`src/rtl/instruction_fetch.sv`:
```
// MIPS fetch stage: PC, req/ack instruction-memory reads and the IF/ID register, 1-cycle ack-to-IF/ID latency.
// A stall parks one returned instruction in a hold buffer; a redirect flushes IF/ID and drops any in-flight read.
module instruction_fetch #(
  parameter logic [31:0] RESET_PC = 32'h0000_0000
) (
  input  logic        clk,
  input  logic        rst_n,
  output logic        imem_req,
  output logic [31:0] imem_addr,
  input  logic        imem_ack,
  input  logic [31:0] imem_rdata,
  input  logic        stall,
  input  logic        branch_taken,
  input  logic [31:0] branch_target,
  input  logic        jump,
  input  logic [25:0] jump_index,
  output logic        ifid_valid,
  output logic [31:0] ifid_instr,
  output logic [5:0]  ifid_opcode,
  output logic [31:0] ifid_pc_plus4
);

  typedef enum logic [1:0] {IDLE, FETCH, HOLD, DROP} state_t;

  state_t      state, state_next;
  logic [31:0] pc, pc_next;
  logic [31:0] drop_addr, drop_addr_next;
  logic [31:0] hold_instr, hold_instr_next;
  logic [31:0] hold_pc_plus4, hold_pc_plus4_next;
  logic        valid_next;
  logic [31:0] instr_next, pc_plus4_next;

  logic        redirect;
  logic [31:0] target;
  logic [31:0] pc_inc;

  assign redirect = branch_taken | jump;
  // Branch wins over jump: it belongs to the older instruction.
  assign target   = branch_taken ? (branch_target & 32'hFFFF_FFFC)
                                 : {ifid_pc_plus4[31:28], jump_index, 2'b00};
  assign pc_inc   = pc + 32'd4;

  assign imem_req    = (state == FETCH) || (state == DROP);
  assign imem_addr   = (state == DROP) ? drop_addr : pc;
  assign ifid_opcode = ifid_instr[31:26];

  always_comb begin
    state_next         = state;
    pc_next            = pc;
    drop_addr_next     = drop_addr;
    hold_instr_next    = hold_instr;
    hold_pc_plus4_next = hold_pc_plus4;
    valid_next         = ifid_valid;
    instr_next         = ifid_instr;
    pc_plus4_next      = ifid_pc_plus4;

    if (redirect) begin
      valid_next = 1'b0;
      instr_next = 32'h0;
      pc_next    = target;
    end

    case (state)
      IDLE: state_next = FETCH;
      FETCH: begin
        if (redirect) begin
          if (!imem_ack) begin
            drop_addr_next = pc;
            state_next     = DROP;
          end
        end else if (imem_ack) begin
          pc_next = pc_inc;
          if (stall) begin
            hold_instr_next    = imem_rdata;
            hold_pc_plus4_next = pc_inc;
            state_next         = HOLD;
          end else begin
            valid_next    = 1'b1;
            instr_next    = imem_rdata;
            pc_plus4_next = pc_inc;
          end
        end else if (!stall) begin
          valid_next = 1'b0;
          instr_next = 32'h0;
        end
      end
      HOLD: begin
        if (redirect) begin
          state_next = FETCH;
        end else if (!stall) begin
          valid_next    = 1'b1;
          instr_next    = hold_instr;
          pc_plus4_next = hold_pc_plus4;
          state_next    = FETCH;
        end
      end
      DROP: begin
        // The outstanding read must complete before the target is requested.
        if (imem_ack) state_next = FETCH;
      end
      default: state_next = IDLE;
    endcase
  end

  always_ff @(posedge clk or negedge rst_n) begin
    if (!rst_n) begin
      state         <= IDLE;
      pc            <= RESET_PC;
      drop_addr     <= RESET_PC;
      hold_instr    <= 32'h0;
      hold_pc_plus4 <= 32'h0;
      ifid_valid    <= 1'b0;
      ifid_instr    <= 32'h0;
      ifid_pc_plus4 <= 32'h0;
    end else begin
      state         <= state_next;
      pc            <= pc_next;
      drop_addr     <= drop_addr_next;
      hold_instr    <= hold_instr_next;
      hold_pc_plus4 <= hold_pc_plus4_next;
      ifid_valid    <= valid_next;
      ifid_instr    <= instr_next;
      ifid_pc_plus4 <= pc_plus4_next;
    end
  end

endmodule

```
`config.mk`:
```
export PLATFORM = sky130hd
export DESIGN_NAME = instruction_fetch
export DESIGN_NICKNAME = d
export VERILOG_FILES = /design/src/rtl/instruction_fetch.sv
export SDC_FILE = /design/constraint.sdc
export NUM_CORES = 1
export LEC_CHECK = 0
export CAP_MARGIN = 0
export CELL_PAD_IN_SITES_DETAIL_PLACEMENT = 0
export CELL_PAD_IN_SITES_GLOBAL_PLACEMENT = 1
export CORE_MARGIN = 2
export CORE_UTILIZATION = 40
export CTS_BUF_LIST = sky130_fd_sc_hd__clkbuf_16
export CTS_CLUSTER_DIAMETER = 150
export DETAILED_ROUTE_END_ITERATION = 8
export GPL_TIMING_DRIVEN = 0
export HOLD_SLACK_MARGIN = 0.02
export PLACE_DENSITY_LB_ADDON = 0.3
export SETUP_SLACK_MARGIN = 0.02
export SLEW_MARGIN = 10
export SYNTH_ARGS = -nofsm -noshare
export SYNTH_HDL_FRONTEND = slang
export SYNTH_SLANG_ARGS = --single-unit
```
`constraint.sdc`:
```
create_clock -name clk -period 2.5 [get_ports clk]
set_input_delay 0.25 -clock clk [delete_from_list [all_inputs] [get_ports clk]]
set_output_delay 0.25 -clock clk [all_outputs]
set_load 0.005 [all_outputs]
```
Word-level counts from Yosys, hierarchy flattened
Index checks and enable logic that the tools add are counted.

word-level totals
  output and inout port bits = 104
  input bits = 96
  register bits after elaboration = 195

cells by class
  equal/unequal tests = 13
  $add $sub $neg = 1
  reductions and logical operators = 7
  bitwise gates (word level) = 3
  multiplexer cells = 35

operator list
  cell                                            number
  2-to-1 mux 32 bit                               18
  one-hot mux 32 bit (2 select lines)             2
  adder 32 x 3 -> 32 bit (second input constant)  1
  2-to-1 mux 2 bit                                7
  inequality test 2 bit (second input constant)   6
  inequality test 3 bit (second input constant)   4
  one-hot mux 2 bit (4 select lines)              1
  2-to-1 mux 1 bit                                6
  AND reduction 6 bit                             1
  AND reduction 5 bit                             1
  == test 2 bit (second input constant)           2
  AND reduction 4 bit                             1
  AND reduction 3 bit                             1
  == test 2 x 1 -> 1 bit (second input constant)  1
  logical NOT 2 bit                               1
  inverter 1 bit                                  2
  one-hot mux 1 bit (2 select lines)              1
  nonzero test 2 bit                              1
  logical OR 1 bit                                1
  OR 1 bit                                        1

Logic depth before layout (Yosys ltp)
Gate-level depths: netlist of run 1.

  depth in word-level cells = 6
  gate-level depth with buffers = 9
  mapped depth without buffers = 7

Worst setup path after synthesis of run 1
Ideal clock, no wire load.

  kind = flip-flop to flip-flop
  start = register state[1]
  end = register ifid_pc_plus4[14]
  arrival = 1.965 ns
  clock period less this slack = 2.089 ns
  path slack = 0.411 ns
  stages on the path, launching flop included = 8
  path buffers = 2
  cells stage by stage = dfrtp_1 inv_1 ha_1 clkbuf_1 nand2_1 a211oi_1 buf_2 mux2_2

on the way
  cells in the longest elaborated chain, start to end = 3

RTL lines
  element                                                                       RTL line  text
  start: declaration                                                            25        state_t state, state_next;
  start signal: assignment                                                      116       state <= state_next;
  == test 2 bit / == test 2 x 1 -> 1 bit (equally long branches)                63        case (state)
  inequality test 2 bit (no line) / nonzero test 2 bit (equally long branches)  -
  AND reduction 6 bit (no line)                                                 -
  end signal: assignment                                                        123       ifid_pc_plus4 <= pc_plus4_next;
  end: declaration                                                              20        output logic [31:0] ifid_pc_plus4

Parallel ways exist; a longest one is shown, timed or not.
A chain may end at the register's enable or synchronous reset.

Worst setup path in the final report of run 1
  start = register state[0]
  end = output imem_addr[18]

on the way
  cells in the longest elaborated chain, start to end = 2

RTL lines
  element            RTL line  text
  == test 2 bit      44        assign imem_addr = (state == DROP) ? drop_addr : pc;
  2-to-1 mux 32 bit  44
  end: declaration   9         output logic [31:0] imem_addr,

Every way passes these cells.

==> results.py, run 1 <==
metrics = {
    "sta": {
        "finalSetupViolations": 0,
        "hold_viol": 0,
        "clock.fmax_ghz": 0.4093,
        "period_minus_slack_ns": 2.443,
        "tightest_slew_ns": 0.7475,
        "rsz0062_at_grt": "yes",
        "period_share_pct": 97.74,
        "maxSlewViolCount": 0,
        "hold_ws_ns": 0.3695,
        "final.setup.tns_ns": 0,
        "fin_skew_ns": 0.01330,
        "max-slew-margin-rel_pct": 50.16,
    },
    "placement": {
        "port_buffers": 195,
        "dpl-instance-area_um2": 11960,
        "gp_congestion": 0.8321,
        "dp_hpwl_mm": 20.64,
        "dp_cells": 1451,
    },
    "synthesis": {
        "yosysSeqAreaShare_pct": 50.98,
        "synth-edff-count": 0,
        "synth_top_area_share_pct": 50.98,
        "synth_cells": 936,
        "synth.cell_area_um2": 9572,
        "synth-seq-cells": 195,
        "async_flop_share_pct": 100.0,
        "synth_area_per_cell_um2": 10.23,
        "ys.warnings.count": 0,
        "syn-num-nets": 1036,
        "synth_area_leaders": "dfrtp_1 (51%), mux2_2 (12%), nand2_1 (4.7%)",
        "synth_area_leader_cell": "dfrtp_1",
        "ys.flop_type": "dfrtp_1",
        "yosys.cell_types.count": 52,
    },
    "floorplan": {
        "fp.dieW_um": 158.7,
        "coreArea_um2": 23470,
        "dieArea_um2": 25180,
        "die_h_um": 158.7,
        "io_pins": 200,
        "row_count": 56,
        "start_util_pct": 40.78,
    },
    "cts": {
        "cts.sinks": 195,
        "cts_tree": "done",
        "ctsRootBufferMaster": "clkbuf_16",
        "clk_pin_slew_ns": 0.07,
        "clk_latency_ns": 0.45,
        "clock_path_buffers": 2,
        "htreeDepth": 4,
        "cts_made_buffers": 17,
    },
    "setup_path": {
        "crit_chain": "ha_4, clkbuf_16, buf_12, mux2_2, clkdlybuf4s50_1",
        "cp.required_ns": 2.25,
        "crit_path_max_incr_delay_ns": 0.46,
        "slowest_stage": "clkdlybuf4s50_1",
        "crit_path_end_kind": "output port",
        "crit_arrival_ns": 2.19,
        "crit_fanout": 10,
        "crit_type": "reg2out",
        "cp-start-kind": "flop",
    },
    "grt": {
        "grt_max_degree": 105,
        "antenna_found_initial": 0,
        "use_met1_pct": 31.89,
        "grt_pass1_wl_mm": 43.84,
        "track_usage_pct": 22.89,
        "grt.met3_usage_pct": 3.702,
        "overflow": 0,
        "grt_use_met2_pct": 37.17,
        "grt_pass1_vias": 8036,
        "grt_busiest_layer": "met2",
    },
    "detailed_routing": {
        "drt-vias-per-instance": 5.339,
        "post_drt_wl_per_cell_um": 18.95,
        "wl_mm": 28.19,
        "drc_errors": 0,
        "drt_iter0_markers": 591,
        "drt_first_pass_iters": 5,
        "route.vias.total": 7945,
        "drtAntennaViolNets": 0,
    },
    "status": {
        "status": "complete, no violations",
    },
    "final_layout": {
        "drive_above_1_share_pct": 18.39,
        "nFillCells": 2140,
        "diodes": 0,
        "final_nets": 1256,
        "fin_cells": 1488,
        "stdcell_area_um2": 12780,
        "area_growth_pct": 33.50,
    },
    "power_and_ir_drop": {
        "power.density_nw_per_um2": 942.2,
        "peakVddDrop_uv": 541.3,
        "p_leak_nw": 5.195,
    },
    "worst_hold_path": {
        "hold_path.class": "in2reg",
    },
    "job": {
        "maxCapViolCount": 0,
    },
}
-- layer usage --
layer	wire length (µm)	vias to the layer above
li1	-	3766
met1	12950	3943
met2	13460	205
met3	1345	31
met4	432	0
met5	0	-
-- sequential cells by signal, indices dropped and copies added (netlist names) --
name and flops:
drop_addr 32, pc 32, hold_instr 32, state 2
ifid_valid 1, ifid_pc_plus4 32, ifid_instr 32, hold_pc_plus4 32
-- worst max-delay path: cells and delay by family, from the launching register on --
kind,cells,cell delay [ns]
adders and majority gates,1,0.19
buffers and inverters,3,0.77
DFF,1,0.45
muxes,1,0.34
-- cell usage after synthesis, drive strengths merged (2+ instances only) --
| master | number |
|---|---|
| o31ai | 7 |
| mux2 | 100 |
| o31a | 2 |
| a31oi | 4 |
| inv | 18 |
| or2 | 2 |
| nand3 | 22 |
| xor2 | 18 |
| and3 | 4 |
| and2 | 5 |
| o21ai | 106 |
| or4 | 3 |
| clkbuf | 56 |
| nand2 | 120 |
| and4 | 4 |
| or3 | 3 |
| nand2b | 2 |
| nor2 | 27 |
| nor3 | 26 |
| nand4 | 17 |
| a22oi | 47 |
| xnor2 | 26 |
| o22ai | 10 |
| buf | 30 |
| nor4 | 17 |
| o211ai | 7 |
| dfrtp | 195 |
| a21oi | 34 |
| ha | 4 |
| mux2i | 8 |
-- cell families after synthesis --
group / synth area share [%]
simple gates: 13.06
compound gates: 14.10
flops: 50.98
mux: 12.60
buf+inv: 4.706
xor+xnor: 4.026
fa+ha+maj: 0.5229
-- cell usage in the layout (no fill, tap or decap), types with 10 or more instances in the layout --
cell             count
mux2_2             100
clkdlybuf4s50_1    194
buf_2               20
nor3_1              20
nand3_1             21
o21ai_0             81
dfrtp_1            193
a22oi_1             47
clkbuf_16           18
xnor2_1             26
xor2_1              18
clkbuf_2            15
inv_1               18
o21ai_1             24
a21oi_1             33
buf_4               10
clkbuf_1            38
nor2_1              27
nand4_1             14
o22ai_1             10
nand2_1            118
-- what timing repair did --
action	CTS	global route
pin swaps	1	1
endpoints found under the hold margin	91	0
setup endpoints to repair	127	115
gates resized for setup	30	41
buffers inserted	1	3
hold buffers	1	0
-- area by class of cell --
type / count / area [µm²] / area share, %
plain buffers: 86 / 445.4 / 3.486
clock inverters: 15 / 162.7 / 1.273
clock buffers: 17 / 425.4 / 3.329
flip-flops and latches: 195 / 4882 / 38.21
repair buffers: 201 / 2024 / 15.84
inverters: 19 / 71.32 / 0.5581
well taps: 319 / 399.1 / 3.123
multi-input cells: 636 / 4368 / 34.18
-- metrics by stage --
step / util [%] / total power [mW] / setup slack (ns)
after floorplan: - / 6.946 / 0.4107
after global placement: 50.79 / 9.026 / -7.323
after detailed placement: 50.93 / 9.132 / -0.4269
after CTS: 53.95 / 12.06 / 0.01445
after global routing: 54.44 / 12.72 / 0.01239
final: 54.44 / 12.04 / 0.05661
-- report_power, final --
| group | leakage (nW) | switching (mW) | total (mW) | internal, mW |
|---|---|---|---|---|
| logic | 2.46 | 2.02 | 4.43 | 2.42 |
| clock network | 0.289 | 1.35 | 2.77 | 1.42 |
| registers | 2.44 | 0.620 | 4.83 | 4.21 |
| total | 5.20 | 3.98 | 12.0 | 8.06 |
-- final timing paths --
kind	cells past startpoint	to	slack, ns	from
setup / recovery	5	imem_addr[18]	0.06	state[0]
hold / removal	3	pc[2]	0.37	branch_target[2]
setup reg to reg	6	pc[23]	0.15	pc[8]
hold reg to reg	2	ifid_instr[19]	0.48	ifid_instr[19]
max in group asynchronous	3	hold_instr[25]	1.10	rst_n
min in group asynchronous	2	pc[11]	0.41	rst_n
Power figures use the tool's default switching activity.
==> inputs of run 2 (changes only) <==
--- a/config.mk
+++ b/config.mk
@@ -9,12 +9,11 @@
 export CELL_PAD_IN_SITES_DETAIL_PLACEMENT = 0
 export CELL_PAD_IN_SITES_GLOBAL_PLACEMENT = 1
 export CORE_MARGIN = 2
-export CORE_UTILIZATION = 40
+export CORE_UTILIZATION = 36
 export CTS_BUF_LIST = sky130_fd_sc_hd__clkbuf_16
 export CTS_CLUSTER_DIAMETER = 150
 export DETAILED_ROUTE_END_ITERATION = 8
 export GPL_TIMING_DRIVEN = 0
-export HOLD_SLACK_MARGIN = 0.02
 export PLACE_DENSITY_LB_ADDON = 0.3
 export SETUP_SLACK_MARGIN = 0.02
 export SLEW_MARGIN = 10
==> constraint.sdc (replaced) <==
create_clock -name clk -period 2.08 [get_ports clk]
set_input_delay 0.208 -clock clk [delete_from_list [all_inputs] [get_ports clk]]
set_output_delay 0.208 -clock clk [all_outputs]
set_load 0.005 [all_outputs]
==> results.py, run 2 (same netlist as run 1, synthesis figures left out) <==
metrics = {
    "status": {
        "status": "finished with violations",
        "failed_checks": "negative setup slack",
    },
    "floorplan": {
        "die_h_um": 167.1,
        "row_count": 59,
        "start_util_pct": 36.73,
        "fp.dieW_um": 167.1,
        "io_pins": 200,
        "coreArea_um2": 26060,
        "dieArea_um2": 27910,
    },
    "grt": {
        "overflow": 0,
        "track_usage_pct": 21.44,
        "grt_pass1_wl_mm": 46.78,
        "grt_pass1_vias": 8123,
        "antenna_found_initial": 0,
        "grt_max_degree": 102,
    },
    "cts": {
        "clk_pin_slew_ns": 0.08,
        "clk_latency_ns": 0.43,
        "cts_tree": "done",
        "clock_path_buffers": 2,
        "cts.sinks": 195,
        "ctsRootBufferMaster": "clkbuf_16",
        "htreeDepth": 4,
        "cts_made_buffers": 17,
    },
    "final_layout": {
        "final_util_pct": 52.61,
        "fin_cells": 1547,
        "final_nets": 1299,
        "layout_common_cells": "dfrtp_1 (189), clkdlybuf4s50_1 (161), nand2_1 (111)",
        "diodes": 0,
        "final_common_cell": "dfrtp_1",
        "drive_above_1_share_pct": 28.71,
        "area_growth_pct": 43.23,
        "nFillCells": 2399,
    },
    "sta": {
        "maxSlewViolCount": 0,
        "final.setup.tns_ns": -0.2351,
        "hold_ws_ns": 0.3333,
        "rsz0062_at_grt": "yes",
        "clock.fmax_ghz": 0.4556,
        "hold_viol": 0,
        "setup_ws_ns": -0.1150,
        "tightest_slew_ns": 0.7942,
        "max-slew-margin-rel_pct": 47.05,
        "period_share_pct": 105.5,
        "finalSetupViolations": 9,
        "period_minus_slack_ns": 2.195,
        "fin_skew_ns": 0.01333,
    },
    "setup_path": {
        "slowest_stage": "dfrtp_1",
        "crit_path_max_incr_delay_ns": 0.44,
        "cp-start-kind": "flop",
        "crit_path_end_kind": "output port",
        "crit_type": "reg2out",
        "cp.required_ns": 1.87,
        "crit_arrival_ns": 1.99,
        "crit_fanout": 3,
        "cpMostUsedCell": "buf_6",
        "crit_chain": "ha_4, clkbuf_16, buf_8, buf_6, buf_6, mux2_4, buf_6",
    },
    "detailed_routing": {
        "dr_wl_met3_mm": 1.347,
        "wl_met2_mm": 14.77,
        "drtAntennaViolNets": 0,
        "met1_length_mm": 13.91,
        "drc_errors": 0,
        "wl_mm": 30.54,
        "drt-vias-per-instance": 5.284,
        "post_drt_wl_per_cell_um": 19.74,
        "drt_iter0_markers": 597,
        "route.vias.total": 8175,
        "topRoutingLayerUsed": "met4",
        "drt_first_pass_iters": 5,
    },
    "placement": {
        "dp_hpwl_mm": 21.18,
        "dp_cells": 1467,
        "port_buffers": 195,
        "gp_congestion": 0.8430,
    },
    "worst_hold_path": {
        "hold_path.class": "in2reg",
    },
    "job": {
        "maxCapViolCount": 0,
    },
    "power_and_ir_drop": {
        "peakVddDrop_uv": 544.4,
        "power.density_nw_per_um2": 1126,
        "p_leak_nw": 5.764,
    },
}
run 2: cell count changes in the layout (fill, tap and decap cells not counted), sizes merged:
cell	delta
inv	-1
clkdlybuf4s50	-33
clkinv	-2
clkdlybuf4s15	+2
clkinvlp	+3
buf	+76
clkbuf	-2
run 2: stage by stage:
step / power, mW / setup slack, ns / area [µm²]
2_1_floorplan: 8.351 / 0.03169 / 9577
3_3_place_gp: 10.87 / -7.770 / 11950
3_5_place_dp: 10.98 / -0.8110 / 11980
4_1_cts: 15.16 / -0.1194 / 13250
5_1_grt: 16.30 / -0.1578 / 13710
6_report: 15.44 / -0.1150 / 13710
run 2: layout make-up:
class                           count  area [µm²]  share of cell area, %
Buffer                             76       618.1                  4.509
Clock buffer                       17       425.4                  3.103
Clock inverter                     15       147.6                  1.077
Inverter                           19       71.32                 0.5202
Multi-Input combinational cell    636        4693                  34.23
Sequential cell                   195        4887                  35.65
Tap cell                          335       419.2                  3.057
Timing Repair Buffer              254        2447                  17.85
run 2: worst paths after layout:
kind,start,end,slack (ns),depth (start not counted)
worst max-delay path,state[1],imem_addr[4],-0.12,7
worst min-delay path,branch_target[3],pc[3],0.33,3
worst max register to register,state[0],ifid_pc_plus4[8],0.01,8
worst min register to register,ifid_pc_plus4[1],ifid_pc_plus4[1],0.48,2
max in group asynchronous,rst_n,ifid_pc_plus4[1],0.71,3
min in group asynchronous,rst_n,drop_addr[12],0.41,2
run 2: where the power goes:
part           internal (mW)  switching, mW  leakage (nW)
logic                   3.53           2.77          3.05
registers               5.07          0.773          2.44
clock network           1.69           1.62         0.272
run 2: timing repair:
action / CTS / global route
hold buffers: 1 / 0
endpoints found under the setup margin: 206 / 174
pin swaps: 5 / 22
cloned: 2 / 2
hold endpoints to repair: 100 / 0
resized for setup: 251 / 103
setup buffers: 27 / 29
run 2: critical path, delay by kind of cell (launching register included):
kind                       cells  cell delay, ns
adders and majority gates      1            0.20
muxes                          1            0.30
DFF                            1            0.44
buffers and inverters          5            0.62
run 2: layer usage:
metal	global-route usage, %	vias up
met4	5.397	0
li1	-	3854
met1	30.24	4084
met3	3.992	27
met5	0	-
met2	34.16	210
==> inputs of run 3 (changes only) <==
--- a/config.mk
+++ b/config.mk
@@ -9,9 +9,10 @@
 export CELL_PAD_IN_SITES_DETAIL_PLACEMENT = 0
 export CELL_PAD_IN_SITES_GLOBAL_PLACEMENT = 1
 export CORE_MARGIN = 2
-export CORE_UTILIZATION = 36
+export CORE_UTILIZATION = 40
 export CTS_BUF_LIST = sky130_fd_sc_hd__clkbuf_16
 export CTS_CLUSTER_DIAMETER = 150
+export CTS_CLUSTER_SIZE = 16
 export DETAILED_ROUTE_END_ITERATION = 8
 export GPL_TIMING_DRIVEN = 0
 export PLACE_DENSITY_LB_ADDON = 0.3
==> constraint.sdc (replaced) <==
create_clock -name clk -period 2.25 [get_ports clk]
set_input_delay 0.225 -clock clk [delete_from_list [all_inputs] [get_ports clk]]
set_output_delay 0.225 -clock clk [all_outputs]
set_load 0.005 [all_outputs]
==> results.py, run 3 (same netlist as run 1, synthesis figures left out) <==
metrics = {
    "setup_path": {
        "cpMostUsedCell": "buf_4",
        "crit_path_end_kind": "flop",
        "crit_path_max_incr_delay_ns": 0.45,
        "rr_worst_depth": 7,
        "crit_buf_inv": 3,
        "crit_chain": "ha_1, clkbuf_2, nand2b_1, a211oi_4, buf_4, buf_4, mux2_2",
        "crit_fanout": 10,
        "crit_arrival_ns": 2.52,
        "reg2reg_slack_ns": 0.05,
        "cp-start-kind": "flop",
        "cp.required_ns": 2.57,
        "timing.rr.start": "state[0]",
        "slowest_stage": "dfrtp_2",
        "r2r-end": "ifid_pc_plus4[8]",
        "crit_type": "reg2reg",
        "cpLargestDelayFamily": "buffers and inverters",
    },
    "worst_hold_path": {
        "min_to": "pc[2]",
        "min_path_cells": 3,
        "hold_path.class": "in2reg",
        "hp-start": "branch_target[2]",
    },
    "placement": {
        "dpl-instance-area_um2": 11960,
        "gp_congestion": 0.8321,
        "dp_hpwl_mm": 20.64,
        "port_buffers": 195,
    },
    "power_and_ir_drop": {
        "p_leak_nw": 5.376,
        "peakVddDrop_uv": 537.1,
        "switchingPower_mw": 4.469,
        "total_power_mw": 13.36,
        "p_int_mw": 8.891,
        "power.density_nw_per_um2": 1034,
        "combPwrFrac_pct": 36.7,
        "netSwitchingFraction_pct": 33.45,
        "clkPwrFrac_pct": 23.0,
        "sequentialPowerShare_pct": 40.3,
    },
    "final_layout": {
        "diodes": 0,
        "drive_above_1_share_pct": 21.40,
        "multi_input_comb_area_um2": 4474,
        "stdcell_area_um2": 12920,
        "layout_common_cells": "dfrtp_1 (191), clkdlybuf4s50_1 (161), nand2_1 (117)",
        "area_growth_pct": 34.94,
        "final_util_pct": 55.03,
        "seqCellArea_um2": 4885,
        "nFillCells": 2132,
        "final_common_cell": "dfrtp_1",
        "final_nets": 1260,
    },
    "sta": {
        "fin_skew_ns": 0.01363,
        "maxSlewViolCount": 0,
        "tightest_slew_ns": 0.7359,
        "final.setup.tns_ns": 0,
        "period_minus_slack_ns": 2.199,
        "hold_viol": 0,
        "clock.fmax_ghz": 0.4548,
        "max-slew-margin-rel_pct": 50.94,
        "finalSetupViolations": 0,
        "period_share_pct": 97.71,
        "rsz0062_at_grt": "yes",
        "hold_ws_ns": 0.3449,
    },
    "detailed_routing": {
        "drt_iter0_markers": 569,
        "drt_first_pass_iters": 5,
        "drtAntennaViolNets": 0,
        "drt-vias-per-instance": 5.329,
        "post_drt_wl_per_cell_um": 19.02,
        "drc_errors": 0,
        "route.vias.total": 7951,
        "wl_mm": 28.38,
    },
    "cts": {
        "clk_pin_slew_ns": 0.07,
        "clk_latency_ns": 0.44,
        "cts_made_buffers": 17,
        "ctsRootBufferMaster": "clkbuf_16",
        "clock_path_buffers": 2,
        "cts_tree": "done",
        "cts.sinks": 195,
        "htreeDepth": 4,
    },
    "grt": {
        "track_usage_pct": 23.04,
        "grt_max_degree": 105,
        "grt_pass1_vias": 8073,
        "grt_pass1_wl_mm": 44.13,
        "overflow": 0,
        "antenna_found_initial": 0,
    },
    "floorplan": {
        "coreArea_um2": 23470,
        "row_count": 56,
        "dieArea_um2": 25180,
        "io_pins": 200,
        "die_h_um": 158.7,
        "start_util_pct": 40.78,
        "fp.dieW_um": 158.7,
    },
    "job": {
        "maxCapViolCount": 0,
    },
    "status": {
        "status": "complete, no violations",
    },
}
run 3: worst max-delay path by stage:
stage,depth (start not counted),start,slack (ns),endpoint
after CTS,5,state[0],-0.03,imem_addr[23]
after global placement,1,rst_n,-7.55,ifid_instr[24]
after global routing,7,pc[3],-0.06,ifid_pc_plus4[18]
after detailed placement,5,state[1],-0.65,imem_addr[30]
after floorplan,7,state[1],0.16,ifid_pc_plus4[14]
final,7,state[0],0.05,ifid_pc_plus4[8]
run 3: worst register-to-register path, delay by kind of cell, from the launching register on:
family	cells	cell delay, ns
mux	1	0.35
compound gates	1	0.27
fa+ha+maj	1	0.22
flops	1	0.45
simple gates	1	0.24
buf+inv	3	0.58
run 3: per-layer routing:
layer	vias up	track usage, %	part of all wire, %
li1	3773	-	-
met1	3953	31.74	46
met2	196	37.56	48
met3	29	4.056	4.7
met4	0	6.349	1.3
met5	-	0	0
run 3: cell type report:
class                      instances  area share (%)
clock inverter                    15           1.259
buffer                            79           3.555
inverter                          19          0.5522
clock buffer                      17           3.294
sequential                       195           37.82
multi-input combinational        636           34.64
timing repair buffer             212           15.79
tap                              319           3.090
run 3: through the flow:
| stage | setup slack, ns | cells |
|---|---|---|
| final | 0.05144 | 1492 |
| after global routing | -0.05956 | 1492 |
| after CTS | -0.02828 | 1491 |
| after detailed placement | -0.6519 | 1451 |
| after global placement | -7.548 | 1450 |
| after floorplan | 0.1607 | 936 |
run 3: timing repair:
action / 4_1_cts / 5_1_grt
setup buffers: 10 / 5
endpoints found under the hold margin: 91 / 0
pin swaps: 2 / 5
gates resized for setup: 114 / 37
hold buffers: 1 / 0
cloned: 0 / 0
endpoints found under the setup margin: 184 / 106
run 3: power by group through the flow:
stage	registers, mW	clock network, mW	logic, mW
after global placement	5.38	0	4.65
after detailed placement	5.42	0	4.72
after floorplan	5.24	0	2.47
after CTS	5.36	3.14	4.91
final	5.38	3.08	4.90
after global routing	5.53	3.27	5.34
